### src/rtl/crc_pkg.sv
// Shared types and constants for the bit-serial CRC engine.
package crc_pkg;

    typedef enum logic [1:0] {
        IDLE    = 2'd0,
        ACCUM   = 2'd1,
        READOUT = 2'd2
    } crc_eng_state_t;

    localparam logic [15:0] CRC16_CCITT_POLY  = 16'h1021;
    localparam int          CRC_DEFAULT_WIDTH = 16;

endpackage

### src/rtl/crc_lfsr.sv
// CRC shift register in direct-division (augmented) form with load, absorb and shift-out controls.
module crc_lfsr
    import crc_pkg::*;
#(
    parameter int               WIDTH = CRC_DEFAULT_WIDTH,
    parameter logic [WIDTH-1:0] POLY  = WIDTH'(CRC16_CCITT_POLY),
    parameter logic [WIDTH-1:0] INIT  = '0
) (
    input  logic             clk,
    input  logic             rst_n,
    input  logic             load_init,
    input  logic             absorb,
    input  logic             shift_out,
    input  logic             data_bit,
    output logic [WIDTH-1:0] value,
    output logic             msb
);

    logic [WIDTH-1:0] lfsr_reg;
    logic [WIDTH-1:0] lfsr_next;

    // load_init has priority so a completing or aborted readout always lands on INIT
    always_comb begin
        lfsr_next = lfsr_reg;
        if (load_init) begin
            lfsr_next = INIT;
        end else if (absorb) begin
            lfsr_next = {lfsr_reg[WIDTH-2:0], data_bit} ^ (lfsr_reg[WIDTH-1] ? POLY : '0);
        end else if (shift_out) begin
            lfsr_next = {lfsr_reg[WIDTH-2:0], 1'b0};
        end
    end

    always_ff @(posedge clk or negedge rst_n) begin
        if (!rst_n) begin
            lfsr_reg <= INIT;
        end else begin
            lfsr_reg <= lfsr_next;
        end
    end

    assign value = lfsr_reg;
    assign msb   = lfsr_reg[WIDTH-1];

endmodule

### src/rtl/crc16_serial_engine.sv
// Bit-serial CRC engine: absorbs an augmented message, then shifts the remainder out MSB-first.
module crc16_serial_engine
    import crc_pkg::*;
#(
    parameter int               WIDTH = CRC_DEFAULT_WIDTH,
    parameter logic [WIDTH-1:0] POLY  = WIDTH'(CRC16_CCITT_POLY),
    parameter logic [WIDTH-1:0] INIT  = '0
) (
    input  logic             CLK,
    input  logic             RESET_N,
    input  logic             CLEAR,
    input  logic             SHIFT_EN,
    input  logic             DATA_IN,
    input  logic             READ_MODE,
    output logic             CRC_OUT,
    output logic [WIDTH-1:0] CRC_PARALLEL,
    output logic             CRC_VALID,
    output logic [7:0]       BIT_COUNT,
    output logic             BUSY,
    output logic             PROTO_ERR
);

    localparam int CW = $clog2(WIDTH + 1);

    crc_eng_state_t   state_reg;
    crc_eng_state_t   state_next;
    logic [7:0]       bit_count_reg;
    logic [CW-1:0]    read_cnt_reg;
    logic [WIDTH-1:0] snap_reg;
    logic [WIDTH-1:0] parallel_reg;
    logic             valid_reg;
    logic             err_reg;

    logic [WIDTH-1:0] lfsr_value;
    logic             lfsr_msb;
    logic             strobe;
    logic             last_read;
    logic             do_absorb;
    logic             do_shift;
    logic             do_load;
    logic             do_complete;
    logic             do_abort;
    logic             do_idle_err;
    logic             start_read;

    // CLEAR swallows any simultaneous strobe
    assign strobe    = SHIFT_EN && !CLEAR;
    assign last_read = (read_cnt_reg == CW'(WIDTH - 1));

    crc_lfsr #(
        .WIDTH (WIDTH),
        .POLY  (POLY),
        .INIT  (INIT)
    ) u_lfsr (
        .clk       (CLK),
        .rst_n     (RESET_N),
        .load_init (do_load),
        .absorb    (do_absorb),
        .shift_out (do_shift),
        .data_bit  (DATA_IN),
        .value     (lfsr_value),
        .msb       (lfsr_msb)
    );

    always_ff @(posedge CLK or negedge RESET_N) begin
        if (!RESET_N) begin
            state_reg <= IDLE;
        end else begin
            state_reg <= state_next;
        end
    end

    always_comb begin
        state_next = state_reg;
        if (CLEAR) begin
            state_next = IDLE;
        end else if (strobe) begin
            case (state_reg)
                IDLE:    if (!READ_MODE) state_next = ACCUM;
                ACCUM:   if (READ_MODE) state_next = READOUT;
                READOUT: if (!READ_MODE || last_read) state_next = IDLE;
                default: state_next = IDLE;
            endcase
        end
    end

    always_comb begin
        do_absorb   = strobe && !READ_MODE && (state_reg == IDLE || state_reg == ACCUM);
        do_shift    = strobe && READ_MODE && (state_reg == ACCUM || state_reg == READOUT);
        do_complete = strobe && READ_MODE && (state_reg == READOUT) && last_read;
        do_abort    = strobe && !READ_MODE && (state_reg == READOUT);
        do_idle_err = strobe && READ_MODE && (state_reg == IDLE);
        start_read  = strobe && READ_MODE && (state_reg == ACCUM);
        do_load     = CLEAR || do_complete || do_abort;
        CRC_OUT     = READ_MODE && (state_reg == ACCUM || state_reg == READOUT) ? lfsr_msb : 1'b0;
        BUSY        = (state_reg != IDLE);
    end

    always_ff @(posedge CLK or negedge RESET_N) begin
        if (!RESET_N) begin
            bit_count_reg <= '0;
            read_cnt_reg  <= '0;
            snap_reg      <= '0;
            parallel_reg  <= '0;
            valid_reg     <= 1'b0;
            err_reg       <= 1'b0;
        end else if (CLEAR) begin
            bit_count_reg <= '0;
            read_cnt_reg  <= '0;
            valid_reg     <= 1'b0;
            err_reg       <= 1'b0;
        end else begin
            valid_reg <= do_complete;
            if (do_absorb) begin
                if (state_reg == IDLE) begin
                    bit_count_reg <= 8'd1;
                end else if (bit_count_reg != 8'hFF) begin
                    bit_count_reg <= bit_count_reg + 8'd1;
                end
            end
            // The remainder is the whole register at readout entry, before any bit leaves it
            if (start_read) begin
                read_cnt_reg <= CW'(1);
                snap_reg     <= lfsr_value;
            end else if (strobe && state_reg == READOUT) begin
                if (READ_MODE && !last_read) begin
                    read_cnt_reg <= read_cnt_reg + CW'(1);
                end else begin
                    read_cnt_reg <= '0;
                end
            end
            if (do_complete) begin
                parallel_reg <= snap_reg;
            end
            if (do_abort || do_idle_err) begin
                err_reg <= 1'b1;
            end
        end
    end

    assign CRC_PARALLEL = parallel_reg;
    assign CRC_VALID    = valid_reg;
    assign BIT_COUNT    = bit_count_reg;
    assign PROTO_ERR    = err_reg;

endmodule

### config.mk
export PLATFORM = sky130hd
export DESIGN_NAME = crc16_serial_engine
export DESIGN_NICKNAME = d
export VERILOG_FILES = /design/src/rtl/crc_pkg.sv /design/src/rtl/crc_lfsr.sv /design/src/rtl/crc16_serial_engine.sv
export SDC_FILE = /design/constraint.sdc
export NUM_CORES = 1
export LEC_CHECK = 0
export ABC_CLOCK_PERIOD_IN_PS = 2300
export CAP_MARGIN = 10
export CORE_MARGIN = 8
export CORE_UTILIZATION = 50
export CTS_CLUSTER_DIAMETER = 40
export CTS_CLUSTER_SIZE = 20
export DETAILED_ROUTE_END_ITERATION = 10
export DONT_BUFFER_PORTS = 1
export SKIP_CTS_REPAIR_TIMING = 1
export SLEW_MARGIN = 10
export SYNTH_ARGS = -nofsm -noshare
export SYNTH_HDL_FRONTEND = slang
export SYNTH_SLANG_ARGS = --single-unit
### constraint.sdc
create_clock -name CLK -period 2.3 [get_ports CLK]
set_input_delay 0.46 -clock CLK [delete_from_list [all_inputs] [get_ports CLK]]
set_output_delay 0.46 -clock CLK [all_outputs]
set_load 0.005 [all_outputs]
---- Word-level counts from Yosys, hierarchy flattened ----
Index checks and enable logic that the tools add are counted.
storage, ports and cells
  flip-flop bits (word level) ............. 65
  bits in latches ......................... 0
  bits in writable memories ............... 0
  memory bits (read-only) ................. 0
  bits of input ports ..................... 6
  output and inout port bits .............. 28
  logic and storage cells ................. 75
  memories kept ........................... 0
operators by class
  add/sub/neg operators ................... 2
  multiply operators ...................... 0
  div/mod/pow operators ................... 0
  magnitude comparators ................... 0
  equality and inequality tests ........... 7
  shift-type cells ........................ 0
  mux-type cells .......................... 22
  bitwise gates (word level) .............. 2
  reductions and logical operators ........ 34
operators by type and width
  operator             number
  $mux 16              3
  $mux 8               4
  $mux 5               4
  $xor 16x16->16       1
  $logic_and 1x1->1    13
  $mux 13              1
  $mux 2               5
  $ne 3x3->1 const B   3
  $reduce_bool 3->1    3
  $add 8x1->8 const B  1
  $ne 8x8->1 const B   1
  $reduce_bool 2->1    4
  $logic_or 1x1->1     6
  $pmux 2 s3           1
  $reduce_and 2->1     3
  $add 5x1->5 const B  1
  $eq 5x4->1 const B   1
  $mux 1               4
  $reduce_and 4->1     1
  $logic_not 1->1      3
  $eq 2x1->1 const B   1
  $eq 2x2->1 const B   1
  $logic_not 2->1      1
  $not 1->1            1

---- Depth between registers and ports, before layout ----
  depth after elaboration ................. 8
  gate-level depth with buffers ........... 7
  gate-level depth less buffers ........... 7

---- Cells and area by module ----
A second synthesis with hierarchy kept.
second synthesis, totals
  cell total of the unflattened synthesis .. 295
  area total of the unflattened synthesis .. 3191.8 um^2
modules (own cells, without submodules)
  module               instances  cells each  area an instance (um^2)  sequential area each (um^2)
  crc16_serial_engine  1          218         2372.3                   1226.2
  crc_lfsr             1          77          819.5                    400.4

---- Least setup slack after synthesis ----
Ideal clock, no wire load.
  path kind ............................... reg2reg
  start point ............................. register read_cnt_reg[0]
  end point ............................... register parallel_reg[10], in the netlist CRC_PARALLEL[10]
  library setup time ...................... 125 ps
  arrival time ............................ 1647 ps
  required time ........................... 2175 ps
  slack ................................... 528 ps
  cell stages (with the launch flop) ...... 8
  path buffers ............................ 2
  period minus slack after synthesis ...... 1772 ps
  cell sequence ........................... dfrtp_1 > ha_1 > and3_1 > ha_1 > and3_4 > buf_6 > buf_6 > mux2_4
between the ends
  cells in the longest elaborated chain, start to end .. 3
ends and longest elaborated chain
  what                               RTL line                    text
  start: declaration                 crc16_serial_engine.sv:28   logic [CW-1:0] read_cnt_reg;
  start signal: assignment           crc16_serial_engine.sv:127  read_cnt_reg <= read_cnt_reg + CW'(1);
  $eq 5x4->1                         crc16_serial_engine.sv:48   assign last_read = (read_cnt_reg == CW'(WIDTH - 1));
  $logic_and 1x1->1                  crc16_serial_engine.sv:90   do_complete = strobe && READ_MODE && (state_reg == READOUT) && last_read;
  $reduce_and 2->1 (no source line)  -
  end signal: assignment             crc16_serial_engine.sv:133  parallel_reg <= snap_reg;
  end: declaration                   crc16_serial_engine.sv:30   logic [WIDTH-1:0] parallel_reg;
Every way passes these cells.
A chain may end at the register's enable or synchronous reset.

---- Worst setup path after layout ----
  start point ............................. register read_cnt_reg[0]
  end point ............................... register read_cnt_reg[3]
between the ends
  cells in the longest elaborated chain, start to end .. 7
  elaborated cells on any way between the ends .. 8
  classes of those cells .................. 1 x add/sub; 1 x eq/ne; 4 x mux; 2 x reduce/logical
ends and longest elaborated chain
  what                                                 RTL line                    text
  branches (longest 3 deep; another with $add 5x1->5)  -
  $mux 5 *                                             crc16_serial_engine.sv:126  if (READ_MODE && !last_read) begin
  $mux 5 *                                             crc16_serial_engine.sv:125  end else if (strobe && state_reg == READOUT) begin
  $mux 5 *                                             crc16_serial_engine.sv:122  if (start_read) begin
  $mux 5 *                                             crc16_serial_engine.sv:107  end else if (CLEAR) begin
Mark *: on every way between the ends. The select of a mux whose other input is x is not followed.

==> summary.md <==
| Metric | Value |
|---|---|
| Final TNS setup | 0 ns |
| CP most frequent cell | ha_1 |
| Worst EP required | 2.57 ns |
| Netlist cell types | 47 |
| Max Clock Skew | 0.0121 ns |
| Sequential share of the synthesized area | 53.6% |
| Synthesis-stage register bit count | 65 |
| # diodes | 0 |
| Arr. time, crit path | 2.15 ns |
| EDFF count, synth | 0 |
| PD cells | 661 nW/um^2 |
| Worst Max-Slew Pin Slew | 0.464 ns |
| Clk slew on worst S/H paths | 0.07 ns |
| Global-route wire length before repair | 9.10 mm |
| DRC viols | 0 |
| Hold crit path type | in2reg |
| Port Buffers | 0 |
| Detailed-placement wirelength estimate | 3.44 mm |
| Sink Count | 65 |
| Die area | 8820 sq um |
| WL/cell | 16.1 microns |
| Commonest cells after routing, fill and taps aside | dfrtp_1, nor2_1, mux2_2, mux2i_1 |
| I/O pins | 34 |
| Worst VDD drop | 0.433 mV |
| Commonest non-fill, non-tap cell in the layout | dfrtp_1 |
| Clock Root Buffer | clkbuf_8 |
| Most area-consuming cells after synthesis | dfrtp_1, mux2_2, mux2i_1, mux2_4, ha_1 |
| CP delay by family, top | simple AND/OR/NAND/NOR gates |
| Largest area contributor in the netlist | dfrtp_1 |
| Fin crit share | 81.9% |
| Crit start category | flip-flop |
| Outcome | completed |
| DP Cell Count | 308 |
| Reg area | 1630 sq um |
| Post-Layout Cell Count | 326 |
| Syn nets | 256 |
| Die W | 93.9 microns |
| Synth-to-Final Area Change | 6.92% |
| Synth Instances | 243 |
| Worst path buffer plus inverter count | 0 |
| Final global-route overflow total | 0 |
| Top-area cell type share of the netlist area | 53.6% |
| Initial Utilization | 51.6% |
| Yosys Warn Count | 0 |
| Final min period | 1.88 ns |
| Clk_lat worst skew | 0.34 ns |
| Maximum capacitance violations | 0 |
| Drt via density | 5.59 |
| Synth Cell Area | 3040 sq um |
| Crit Path Max Fanout | 4 |
| Area occupied by multi-input gates | 1280 sq um |
| Headroom to the max-slew limit | 68.9% |
| Fin. Hold Viols | 0 |
| Number of global-route vias before repair | 1840 |
| Synthesized area per cell | 12.5 sq um |
| RSZ-0062 raised after global routing | false |
| Async S/R FF share, synth | 100% |
| Critical path class | reg2reg |
| Fillers | 495 |
| 1st-iter DRT viols | 44 |
| Bufs on Longest Clock Path | 2 |
| Gp weighted congestion | 0.807 |
| Layout cells sized above 1 | 24.7% |
| Gr usage total | 13.3% |
| DRT Pass-1 Iters | 4 |
| Slew Limit Fails | 0 |
| # rows | 28 |
| Max Fclk | 0.531 GHz |
| Critical Path Max Stage Delay | 0.40 ns |
| Final Setup Violations | 0 |
| CORE AREA | 5890 sq um |
| Critical path cell sequence | ha_1 > and3_1 > ha_1 > nand2b_1 > nor3b_1 > a21o_1 > a22o_1 |
| Initial antenna violation count | 0 |
| Vias | 1821 |
| CP max-delay cell | dfrtp_1 |
| Post-layout nets | 259 |
| Clock buffer count from CTS | 9 |
| Largest net degree at the start of global routing | 66 |
| DRT Wirelength | 5.26 mm |
| CTS tree | built |
| H-tree levels | 3 |
| LEAKAGE | 1.49 nW |
| Top_reg_cell synth | dfrtp_1 |
| DRT antenna net count | 0 |
| Die height | 93.9 microns |
| Critical path capture point type | flip-flop |
[where the power goes]
| part | internal (mW) | switching, mW |
|---|---|---|
| registers | 1.17 | 0.0206 |
| logic | 0.0614 | 0.0930 |
| clock network | 0.383 | 0.423 |
| total | 1.61 | 0.537 |
[final timing paths]
| path | startpoint | end | slack, ns | depth (start not counted) |
|---|---|---|---|---|
| worst max-delay path | read_cnt_reg[0] | read_cnt_reg[3] | 0.42 | 7 |
| worst min-delay path | CLEAR | PROTO_ERR | 0.19 | 1 |
| worst max register to register | read_cnt_reg[0] | read_cnt_reg[3] | 0.42 | 7 |
| worst min register to register | read_cnt_reg[4] | read_cnt_reg[4] | 0.49 | 2 |
| max in group asynchronous | RESET_N | read_cnt_reg[1] | 1.36 | 2 |
| min in group asynchronous | RESET_N | CRC_VALID | 0.68 | 2 |
[Yosys cell counts (5+ instances only)]
cell type and instances:
nand2b_1 5, mux2_2 22, nand3_1 5, buf_2 6, a21oi_1 9, mux2_4 9
mux2i_1 14, dfrtp_1 65, inv_1 7, and3_1 5, o21ai_0 8, nand2_1 9
nor2_1 22, ha_1 7
[metal layers]
metal | track usage, % | vias up | share of wire, % | routed length, microns
li1 | - | 871 | - | -
met5 | 0 | - | 0 | 0
met2 | 19.7 | 39 | 44 | 2310
met3 | 6.24 | 8 | 7.7 | 403
met4 | 6.47 | 0 | 1.9 | 99
met1 | 15.9 | 903 | 46 | 2440
[cells by family (layout without fill, tap and decap cells)]
family	Yosys count	count (layout)	share of synthesized area [%]
adder cells (fa/ha/maj)	7	7	2.88
multiplexers	45	45	17.2
buffers and inverters	19	27	4.12
XOR/XNOR	3	3	0.865
flip-flops	65	65	53.6
AND/OR/NAND/NOR	61	61	10.5
AO/OA/AOI/OAI	43	43	10.8
[per-stage QoR]
stage | util (%) | cell area [sq um] | power, mW | hold slack, ns | setup slack, ns
floorplan | - | 3040 | 1.32 | 0.164 | 0.528
global placement | 51.8 | 3050 | 1.33 | 0.166 | 0.423
detailed placement | 51.8 | 3050 | 1.33 | 0.166 | 0.403
CTS | 54.5 | 3210 | 2.15 | -0.207 | 0.404
global route | 55.2 | 3250 | 2.27 | 0.156 | 0.279
finish | 55.2 | 3250 | 2.15 | 0.187 | 0.415
[area by class of cell]
cell class / instances / share of cell area (%)
Clock buffer: 10 / 3.93
Clock inverter: 6 / 1.08
Inverter: 7 / 0.809
Multi-Input combinational cell: 159 / 39.6
Sequential cell: 65 / 50.1
Tap cell: 75 / 2.89
Timing Repair Buffer: 4 / 1.62
[worst register-to-register path, stage by stage (launching register included)]
cell and delay (ns):
dfrtp_1 0.40, ha_1 0.23, and3_1 0.19, ha_1 0.20, nand2b_1 0.19, nor3b_1 0.34
a21o_1 0.16, a22o_1 0.11
No activity file was read; power rests on OpenSTA's default activity.
